### config.mk
export PLATFORM = sky130hd
export DESIGN_NAME = reaction_timer_core
export DESIGN_NICKNAME = d
export VERILOG_FILES = /design/src/rtl/reaction_timer_pkg.sv /design/src/rtl/reaction_timer_core_ms_tick_gen.sv /design/src/rtl/reaction_timer_core.sv
export SDC_FILE = /design/constraint.sdc
export NUM_CORES = 1
export LEC_CHECK = 0
export CORE_ASPECT_RATIO = 0.8
export CORE_UTILIZATION = 40
export CTS_BUF_LIST = sky130_fd_sc_hd__clkbuf_8
export CTS_CLUSTER_DIAMETER = 80
export CTS_CLUSTER_SIZE = 40
export DETAILED_ROUTE_END_ITERATION = 8
export MAX_ROUTING_LAYER = met4
export SLEW_MARGIN = 20
export SYNTH_ARGS = -nofsm -noshare
export SYNTH_HDL_FRONTEND = slang
export SYNTH_SLANG_ARGS = --single-unit
### constraint.sdc
create_clock -name clk -period 8.75 [get_ports clk]
set_input_delay 1.75 -clock clk [delete_from_list [all_inputs] [get_ports clk]]
set_output_delay 1.75 -clock clk [all_outputs]
set_load 0.05 [all_outputs]
### src/rtl/reaction_timer_pkg.sv
// rtl/reaction_timer_pkg.sv - shared types and constants for the reaction timer
package reaction_timer_pkg;

    typedef enum logic [2:0] {
        IDLE  = 3'd0,
        WAIT  = 3'd1,
        STIM  = 3'd2,
        DONE  = 3'd3,
        FALSE = 3'd4,
        TOUT  = 3'd5
    } state_t;

    localparam int          TIME_W    = 24;
    localparam logic [15:0] LFSR_SEED = 16'hACE1;
    // Fibonacci taps 16,14,13,11 mapped onto bits 15,13,12,10
    localparam logic [15:0] LFSR_TAPS = 16'hB400;

    function automatic logic [15:0] lfsr_next(input logic [15:0] s);
        return {s[14:0], ^(s & LFSR_TAPS)};
    endfunction

endpackage

### src/rtl/reaction_timer_core_ms_tick_gen.sv
// rtl/reaction_timer_core_ms_tick_gen.sv - millisecond prescaler with synchronous clear
module ms_tick_gen #(
    parameter int TICK_DIV = 50000
) (
    input  logic clk,
    input  logic reset,
    input  logic clear,
    output logic ms_tick
);

    localparam int CW = (TICK_DIV > 1) ? $clog2(TICK_DIV) : 1;
    localparam logic [CW-1:0] LAST = CW'(TICK_DIV - 1);

    logic [CW-1:0] cnt;

    assign ms_tick = (cnt == LAST);

    always_ff @(posedge clk or posedge reset) begin
        if (reset) begin
            cnt <= '0;
        end else if (clear || ms_tick) begin
            cnt <= '0;
        end else begin
            cnt <= cnt + CW'(1);
        end
    end

endmodule

### src/rtl/reaction_timer_core.sv
// rtl/reaction_timer_core.sv - reaction trial FSM: random delay, stimulus, ms timing
// Optional macro REACTION_TIMER_FIXED_DELAY_EN: delay target is MIN_DELAY_MS exactly.
module reaction_timer_core
    import reaction_timer_pkg::*;
#(
    parameter int          TICK_DIV     = 50000,
    parameter int          MIN_DELAY_MS = 1000,
    parameter logic [15:0] RAND_MASK    = 16'h07FF,
    parameter int          MAX_TIME_MS  = 9999
) (
    input  logic              clk,
    input  logic              reset,
    input  logic              start_pulse,
    input  logic              react_pulse,
    output logic              stim_led,
    output logic [TIME_W-1:0] reaction_ms,
    output logic              update,
    output logic              false_start,
    output logic              timeout,
    output logic              busy
);

    localparam logic [TIME_W-1:0] MAX_CNT = TIME_W'(MAX_TIME_MS);

    state_t            state;
    logic [15:0]       lfsr;
    logic [TIME_W-1:0] ms_count;
    logic [16:0]       target;
    logic [16:0]       delay_target;
    logic              ms_tick;
    logic              go_wait, go_false, go_stim, go_done, go_tout, tick_clear;

`ifdef REACTION_TIMER_FIXED_DELAY_EN
    logic unused_rand;
    assign unused_rand  = ^(lfsr & RAND_MASK);
    assign delay_target = 17'(MIN_DELAY_MS);
`else
    assign delay_target = 17'(MIN_DELAY_MS) + {1'b0, lfsr & RAND_MASK};
`endif

    // WAIT leaves on the tick that brings the count up to the target, so WAIT lasts target ms
    always_comb begin
        go_wait  = start_pulse && (state inside {IDLE, DONE, FALSE, TOUT});
        go_false = (state == WAIT) && react_pulse;
        go_stim  = (state == WAIT) && !react_pulse && ms_tick
                   && ((ms_count + TIME_W'(1)) >= TIME_W'(target));
        go_done  = (state == STIM) && react_pulse;
        go_tout  = (state == STIM) && !react_pulse && ms_tick
                   && (ms_count >= (MAX_CNT - TIME_W'(1)));
        tick_clear = go_wait || go_false || go_stim || go_done || go_tout;
    end

    ms_tick_gen #(
        .TICK_DIV(TICK_DIV)
    ) u_tick (
        .clk    (clk),
        .reset  (reset),
        .clear  (tick_clear),
        .ms_tick(ms_tick)
    );

    always_ff @(posedge clk or posedge reset) begin
        if (reset) begin
            lfsr <= LFSR_SEED;
        end else begin
            lfsr <= lfsr_next(lfsr);
        end
    end

    always_ff @(posedge clk or posedge reset) begin
        if (reset) begin
            state       <= IDLE;
            stim_led    <= 1'b0;
            reaction_ms <= '0;
            update      <= 1'b0;
            false_start <= 1'b0;
            timeout     <= 1'b0;
            busy        <= 1'b0;
            ms_count    <= '0;
            target      <= '0;
        end else begin
            update <= 1'b0;
            case (state)
                IDLE, DONE, FALSE, TOUT: begin
                    if (go_wait) begin
                        state       <= WAIT;
                        target      <= delay_target;
                        ms_count    <= '0;
                        busy        <= 1'b1;
                        false_start <= 1'b0;
                        timeout     <= 1'b0;
                    end
                end
                WAIT: begin
                    if (go_false) begin
                        state       <= FALSE;
                        false_start <= 1'b1;
                        busy        <= 1'b0;
                    end else if (go_stim) begin
                        state    <= STIM;
                        ms_count <= '0;
                        stim_led <= 1'b1;
                    end else if (ms_tick) begin
                        ms_count <= ms_count + TIME_W'(1);
                    end
                end
                STIM: begin
                    if (go_done) begin
                        state       <= DONE;
                        reaction_ms <= ms_count;
                        update      <= 1'b1;
                        stim_led    <= 1'b0;
                        busy        <= 1'b0;
                    end else if (go_tout) begin
                        // count pins at the limit; reaction_ms keeps the last good result
                        state    <= TOUT;
                        ms_count <= MAX_CNT;
                        timeout  <= 1'b1;
                        stim_led <= 1'b0;
                        busy     <= 1'b0;
                    end else if (ms_tick) begin
                        ms_count <= ms_count + TIME_W'(1);
                    end
                end
                default: begin
                    state <= IDLE;
                end
            endcase
        end
    end

endmodule

Word level (Yosys, flattened, before mapping). Cells that the tools add are included.

Register bits: 105. Input port bits: 4. Output and inout port bits: 29. Logic and storage cells: 91.

Add/subtract/negate cells: 3. Order comparisons: 2. Equal/unequal tests: 14. Muxes and demuxes: 30. Reduce and logical (&&, ||, !) cells: 31.

Operator list (count): $mux 24 (6); $pmux 24 s3 (1); $add 24x1->24 const B (1); $ge 24x14->1 const B (1); $ge 24x17->1 (1); $add 16x1->16 const B (1); $eq 16x16->1 const B (1); $mux 16 (1); $reduce_and 4->1 (4); $reduce_xor 16->1 (1); $mux 3 (5); $add 10x11->12 const A (1); $mux 1 (12); $ne 2x2->1 const B (6); $logic_and 1x1->1 (9); $pmux 3 s3 (1); $eq 3x2->1 const B (2); $eq 3x3->1 const B (2); $ne 3x3->1 const B (2); $pmux 1 s2 (3); $reduce_and 3->1 (2); $reduce_bool 2->1 (3); $logic_or 1x1->1 (5); $reduce_and 2->1 (2); 7 further kinds (7).

Depth between registers and ports, before layout. Gate-level depths: netlist of the first run.

Depth in word-level cells: 9. Depth in mapped cells: 13.

By module. From an unflattened synthesis of the first run, not the netlist that was laid out.

Cell total of the unflattened synthesis: 487. Area total of the unflattened synthesis: 5193.7 um^2.

By module, submodules not included: reaction_timer_core (times used 1, cells an instance 404, area each 4331.7 um^2, seq. area each 2112.0 um^2); ms_tick_gen (times used 1, cells an instance 83, area each 862.1 um^2, seq. area each 400.4 um^2).

Least setup slack after synthesis of the first run. No wires, ideal clock.

Kind: input port to flip-flop. From: input react_pulse. To: register reaction_ms[0]. Library setup time: 0.125 ns. Arrival: 3.414 ns. Data required time: 8.625 ns. Slack: 5.211 ns. Cell stages on the path: 4. Cell sequence: clkbuf_1 -> nor3b_1 -> clkbuf_1 -> mux2_2.

Cells in the longest elaborated chain, start to end: 2.

RTL lines: start: declaration (line reaction_timer_core.sv:14) `input logic react_pulse,`; $logic_and 1x1->1 (line reaction_timer_core.sv:47) `go_done = (state == STIM) && react_pulse;`; $reduce_and 2->1 (no source line); end signal: assignment (line reaction_timer_core.sv:110) `reaction_ms <= ms_count;`; end: declaration (line reaction_timer_core.sv:16) `output logic [TIME_W-1:0] reaction_ms,`.

Every way passes these cells. A chain may end at the register's enable or synchronous reset.

Worst setup path in the final report of the first run.
From: register ms_count[2]. To: register ms_count[12].

Cells in the longest elaborated chain, start to end: 6. Elaborated cells on any way between the ends: 11. Those cells by class: 1 x add/sub; 2 x order compare; 6 x mux; 2 x reduce/logical.

RTL lines: start: declaration (line reaction_timer_core.sv:27) `logic [TIME_W-1:0] ms_count;`; start signal: assignment (line reaction_timer_core.sv:104) `ms_count <= ms_count + TIME_W'(1);`; start signal: assignment (line reaction_timer_core.sv:122) `ms_count <= ms_count + TIME_W'(1);`; $add 24x1->24 (line reaction_timer_core.sv:46, reaction_timer_core.sv:104, reaction_timer_core.sv:122); $ge 24x17->1 (line reaction_timer_core.sv:46) `&& ((ms_count + TIME_W'(1)) >= TIME_W'(target));`; $logic_and 1x1->1 (line reaction_timer_core.sv:46); $mux 24 (line reaction_timer_core.sv:99) `end else if (go_stim) begin`; $mux 24 (line reaction_timer_core.sv:95) `if (go_false) begin`; $pmux 24 s3 (*) (line reaction_timer_core.sv:83) `case (state)`.

Mark *: on every way between the ends. The rest lies on a longest branch, timed or not. The select of a mux whose other input is x is not followed.

==> impl_metrics.toml, run 1 <==
[pwr]
p_comb_share_pct = 20.0
intPower_w = 0.000668
power_switching_w = 0.000314
peakVddDrop_uv = 131
pwr-share-clk_pct = 28.7
p_per_area_nw_per_um2 = 171
p_sw_share_pct = 32.0
total_power_w = 0.000982
p_seq_share_pct = 51.3
p_leak_nw = 2.58

[floorplan]
die-area_um2 = 13200
initial_core_util_pct = 41.6
num_rows = 36
io_pins = 33
dieHeight_um = 103
dieWidth_um = 128
core_area_um2 = 12300

[cts]
ctsResizeCount = 0
cts_tree = "done"
cts_hold_buf = 0
path_clk_slew_ns = 0.10
cts_max_path_buffers = 2
post_cts_buffers = 0
clk_latency_ns = 0.37
root_buffer = "clkbuf_8"
h-tree-depth = 3
numCtsBuffers = 9
clock_sinks = 100

[setup_path]
cp.required_ns = 8.99
worstPathArrival_ns = 4.08
reg2reg_depth = 12
crit_cells = 12
end_kind = "flip-flop"
critPathMaxFanout = 11
cp_slowest_cell = "dfrtp_1"
cpMostUsedCell = "nand4_1"
path_buf_inv = 0
critical_path_class = "flip-flop to flip-flop"
cp_top_family = "simple AND/OR/NAND/NOR gates"
crit_chain = "and4_4, nand4_1, nor2_1, xor2_1, ha_1, a41o_1, a21oi_1, nand4_1, a2111o_1, nor3_4, nor2_2, o41ai_1"
start_kind = "flip-flop"
critPathMaxStageDelay_ns = 0.64

[place]
place.gp.congestion = 0.906
post-dp-hpwl_mm = 7.68
place_ws_ns = 4.65
port_buffers = 32

[layout]
fin_util_pct = 46.8
nNetsFinal = 532
antennaDiodeCount = 0
drive_gt1_share_pct = 13.3
area_growth_pct = 12.7

[sta]
fin_crit_ns = 3.84
period_share_pct = 43.8
fmax_mhz = 261
rsz0062_at_grt = "no"
hold_slack_ns = 0.358
setup_viol = 0
final.setup_skew_ns = 0.0146
slew_headroom_pct = 38.3
hold_violations = 0
slew_violations = 0
fin_ws_ns = 4.91
tightest_slew_ns = 0.918
tns_ns = 0

[worst_hold_path]
holdPathStages = 0
worstHoldPathType = "flip-flop to flip-flop"

[routing]
dr_total_vias = 3848
ant_nets = 0
drt_iter0_drc = 365
routed_wl_mm = 11.1
wl_per_cell_um = 16.1
drc = 0
firstDrtPassIters = 6
vias_per_cell = 5.59

[job]
max-cap-violations = 0

[run_status]
outcome = "finished, final reports clean"

[logic_synthesis]
yosysSeqAreaShare_pct = 49.2
async_flop_share_pct = 100
syn_inst = 492
synth_warnings = 0
synth_edf_count = 0
ys_ff_latch = 100
syn-num-nets = 512
synth_cell_types = 68
netlist_area_um2 = 5110
synth.avg_cell_area_um2 = 10.4
synth_flop_cell = "dfrtp_1"

[grt]
grt_pass1_vias = 3650
grt-ovfl-total = 0
grt_first_pass_wirelength_mm = 18.8
grt.total_usage_pct = 18.9
grt_max_degree = 62
antenna_found_initial = 0
==> placed cells by master (no fill, tap or decap), types with 3 or more instances in the layout <==
cell type | netlist | layout
dfstp_2 | 8 | 8
o211ai_1 | 3 | 3
mux2_2 | 28 | 28
nor4_1 | 6 | 6
buf_4 | 0 | 3
and2_1 | 8 | 8
nand4_1 | 11 | 11
and3_1 | 9 | 9
nor2_1 | 42 | 42
dfrtp_1 | 92 | 92
o311a_1 | 5 | 5
xnor2_1 | 17 | 17
ha_1 | 16 | 16
o31ai_1 | 6 | 6
clkdlybuf4s50_1 | 0 | 32
o41ai_1 | 4 | 4
nand3_1 | 17 | 17
nand2b_1 | 4 | 4
inv_1 | 21 | 21
nor3_1 | 10 | 10
o21ai_1 | 8 | 9
or3_1 | 6 | 6
xor2_1 | 22 | 22
o21a_1 | 3 | 3
a21oi_1 | 21 | 21
nand2_1 | 33 | 33
clkbuf_8 | 0 | 11
o21ai_0 | 18 | 17
==> worst register-to-register path, stage by stage (launching register included) <==
cell and delay, ns:
dfrtp_1 0.64, and4_4 0.32, nand4_1 0.30, nor2_1 0.22, xor2_1 0.18, ha_1 0.29
a41o_1 0.25, a21oi_1 0.14, nand4_1 0.11, a2111o_1 0.47, nor3_4 0.34, nor2_2 0.11
o41ai_1 0.33
==> power by group through the flow <==
stage / clock network (W) / logic [W] / registers [W]
global route: 0.000314 / 0.000218 / 0.000508
CTS: 0.000295 / 0.000197 / 0.000504
floorplan: 0 / 0.000127 / 0.000529
detailed placement: 0 / 0.000195 / 0.000513
finish: 0.000282 / 0.000196 / 0.000504
global placement: 0 / 0.000193 / 0.000513
==> cell families after synthesis <==
family | Yosys count | synth area share (%)
compound gates | 95 | 12.7
buf+inv | 47 | 3.60
mux | 30 | 6.56
simple gates | 165 | 17.3
xor+xnor | 39 | 6.68
fa+ha+maj | 16 | 3.92
flops | 100 | 49.2
==> sequential cells by signal, summed over array words and instances, names as in the netlist <==
name,cells
reaction_ms,24
timeout,1
update,1
false_start,1
state,3
busy,1
stim_led,1
ms_count,24
u_tick.cnt,16
lfsr,16
target,12
==> cell usage after synthesis, drive strengths merged, types with 2 or more instances <==
cell | count | area [µm²]
dfrtp | 92 | 2300
nor2 | 43 | 164
nand2 | 33 | 124
mux2 | 28 | 315
o21ai | 27 | 139
xor2 | 22 | 193
a21oi | 21 | 105
inv | 21 | 78.8
clkbuf | 20 | 75.1
nand3 | 18 | 95.1
xnor2 | 17 | 149
ha | 16 | 200
nand4 | 12 | 90.1
nor3 | 11 | 66.3
and3 | 9 | 56.3
and2 | 8 | 50.1
dfstp | 8 | 210
nor4 | 7 | 58.8
buf | 6 | 30.0
o31ai | 6 | 45.0
or3 | 6 | 37.5
o311a | 5 | 50.1
and4 | 4 | 40.0
nand2b | 4 | 25.0
o41ai | 4 | 35.0
o211ai | 3 | 22.5
o21a | 3 | 22.5
a211o | 2 | 17.5
a21o | 2 | 15.0
mux2i | 2 | 20.0
nor3b | 2 | 15.0
o2111ai | 2 | 23.8
o221ai | 2 | 17.5
o311ai | 2 | 17.5
or2 | 2 | 12.5
==> through the flow <==
stage,cell area [µm²],cells
after floorplan,5110,492
after global placement,5570,672
after detailed placement,5570,672
after CTS,5760,688
after global routing,5760,688
final,5760,688
==> area by class of cell <==
type | count | area, µm²
Multi-Input combinational cell | 345 | 2420
Clock buffer | 11 | 151
Clock inverter | 5 | 36.3
Inverter | 21 | 81.3
Tap cell | 171 | 214
Timing Repair Buffer | 35 | 343
Sequential cell | 100 | 2510
Fill cell | 1161 | 6540
==> per-layer routing <==
| metal | global-route usage (%) | wire length [µm] |
|---|---|---|
| met1 | 26.1 | 5430 |
| met2 | 27.4 | 4860 |
| met5 | - | 0 |
| met3 | 3.27 | 585 |
| met4 | 7.87 | 182 |
==> path summary, 6_finish.rpt <==
kind	startpoint	slack (ns)	end
max	ms_count[2]$_DFFE_PP0P_	4.91	ms_count[12]$_DFFE_PP0P_
min	lfsr[14]$_DFF_PP0_	0.36	lfsr[15]$_DFF_PP1_
max reg2reg	ms_count[2]$_DFFE_PP0P_	4.91	ms_count[12]$_DFFE_PP0P_
min reg2reg	lfsr[14]$_DFF_PP0_	0.36	lfsr[15]$_DFF_PP1_
max in group asynchronous	reset	5.85	ms_count[15]$_DFFE_PP0P_
min in group asynchronous	reset	1.75	false_start$_DFFE_PP0P_
Note: power is estimated with default switching activity, not from simulation.
==> run 2, diff against run 1 <==
==> constraint.sdc (replaced) <==
create_clock -name clk -period 3.9 [get_ports clk]
set_input_delay 0.78 -clock clk [delete_from_list [all_inputs] [get_ports clk]]
set_output_delay 0.78 -clock clk [all_outputs]
set_load 0.05 [all_outputs]
==> run 2 against run 1 <==
  * Worst hold slack got worse by 0.0027 ns
  * Routed wire length rose by 1.5%
  * Cell count is 1.2% higher
  * Largest cell class unchanged
  * Worst setup slack got worse by 4.6 ns
  * Register-to-register slack got worse by 4.6 ns
  * Via count down 2.4%
  * Critical path type unchanged
==> impl_metrics.toml, run 2 (synthesized netlist as in run 1, its figures left out) <==
[grt]
grt_max_degree = 80
antenna_found_initial = 0
grt-ovfl-total = 0
grt_pass1_vias = 3738
grt.total_usage_pct = 19.2
grt_first_pass_wirelength_mm = 19.0

[cts]
clock_sinks = 100
cts_max_path_buffers = 2
h-tree-depth = 3
clk_latency_ns = 0.38
cts_tree = "done"
path_clk_slew_ns = 0.09
root_buffer = "clkbuf_8"
numCtsBuffers = 9

[pwr]
peakVddDrop_uv = 231
p_leak_nw = 2.63
total_power_w = 0.00231
p_per_area_nw_per_um2 = 394

[layout]
area_growth_pct = 14.7
register_area_um2 = 2510
multi_input_area_um2 = 2430
final_common_cell = "dfrtp_1"
nNetsFinal = 540
n_fill_cell = 1121
drive_gt1_share_pct = 15.2
top_regs = "ms_count: 24 flops, reaction_ms: 24 flops"
antennaDiodeCount = 0
final_cell_mix = "90 x dfrtp_1, 42 x nor2_1, 33 x nand2_1"

[place]
post-dp-hpwl_mm = 7.93
port_buffers = 32
place.gp.congestion = 0.955

[setup_path]
worstPathArrival_ns = 3.85
critical_path_class = "flip-flop to flip-flop"
cp.required_ns = 4.18
end_kind = "flip-flop"
critPathMaxFanout = 10
start_kind = "flip-flop"

[floorplan]
core_area_um2 = 12300
dieHeight_um = 103
dieWidth_um = 128
die-area_um2 = 13200
num_rows = 36
initial_core_util_pct = 41.6
io_pins = 33

[sta]
fmax_mhz = 280
setup_viol = 0
rsz0062_at_grt = "no"
slew_violations = 0
final.setup_skew_ns = 0.0207
tns_ns = 0
period_share_pct = 91.5
fin_crit_ns = 3.57
tightest_slew_ns = 0.830
slew_headroom_pct = 44.5
hold_violations = 0

[routing]
wl_per_cell_um = 16.1
dr_total_vias = 3755
vias_per_cell = 5.40
drt_iter0_drc = 294
drc = 0
ant_nets = 0
routed_wl_mm = 11.2
firstDrtPassIters = 4

[job]
max-cap-violations = 0

[run_status]
outcome = "finished, final reports clean"

[worst_hold_path]
worstHoldPathType = "flip-flop to flip-flop"
-- run 2: where the power goes --
group	leakage [nW]	internal (W)	switching [W]	total, W
Sequential	1.32	0.00109	0.0000475	0.00113
Combinational	1.20	0.000151	0.000297	0.000447
Clock	0.111	0.000374	0.000356	0.000730
Total	2.63	0.00161	0.000700	0.00231
-- run 2: path summary, 6_finish.rpt --
| path | slack (ns) | depth (start not counted) | to | from |
|---|---|---|---|---|
| worst max register to register | 0.33 | 12 | ms_count[7]$_DFFE_PP0P_ | ms_count[5]$_DFFE_PP0P_ |
| max in group asynchronous | 2.23 | 3 | lfsr[0]$_DFF_PP1_ | reset |
| worst max-delay path | 0.33 | 12 | ms_count[7]$_DFFE_PP0P_ | ms_count[5]$_DFFE_PP0P_ |
| min in group asynchronous | 0.87 | 2 | state[0]$_DFFE_PP0P_ | reset |
| worst min register to register | 0.36 | 0 | lfsr[15]$_DFF_PP1_ | lfsr[14]$_DFF_PP0_ |
| worst min-delay path | 0.36 | 0 | lfsr[15]$_DFF_PP1_ | lfsr[14]$_DFF_PP0_ |
-- run 2: metal layers --
layer / global-route usage (%) / share of wire, % / up-vias
met5: - / 0 / -
met4: 6.43 / 1.4 / 0
met3: 4.05 / 4.9 / 16
met2: 27.4 / 44 / 92
met1: 27.0 / 50 / 1827
li1: - / - / 1820
-- run 2: what timing repair did --
item / CTS / global route
gates resized for setup: 0 / 3
hold buffers: 0 / 0
endpoints found under the setup margin: 0 / 3
buffers inserted: 0 / 1
-- run 2: cell type report --
| type | instances | area share, % |
|---|---|---|
| Sequential cell | 100 | 42.9 |
| Multi-Input combinational cell | 345 | 41.4 |
| Inverter | 21 | 1.43 |
| Timing Repair Buffer | 43 | 6.87 |
| Clock inverter | 6 | 1.41 |
| Tap cell | 171 | 3.65 |
| Clock buffer | 10 | 2.35 |
-- run 2: metrics by stage --
step | area, µm² | hold WS, ns | cells | setup WS (ns) | utilization [%]
2_1_floorplan | 5110 | 0.333 | 492 | 0.514 | -
3_3_place_gp | 5620 | 0.340 | 679 | 0.439 | 45.7
3_5_place_dp | 5620 | 0.338 | 679 | 0.290 | 45.7
4_1_cts | 5840 | 0.358 | 695 | 0.267 | 47.5
5_1_grt | 5860 | 0.366 | 696 | 0.00446 | 47.7
6_report | 5860 | 0.356 | 696 | 0.331 | 47.7
-- run 2: critical path: stages, from the launching register on --
cell and delay (ns):
dfrtp_1 0.57, nand3_1 0.30, nor2_1 0.28, and3_1 0.26, xnor2_1 0.14, ha_1 0.28
a41o_1 0.22, a21oi_1 0.13, nand4_1 0.10, a2111o_1 0.47, nor3_4 0.34, nor2_2 0.10
o32ai_1 0.28
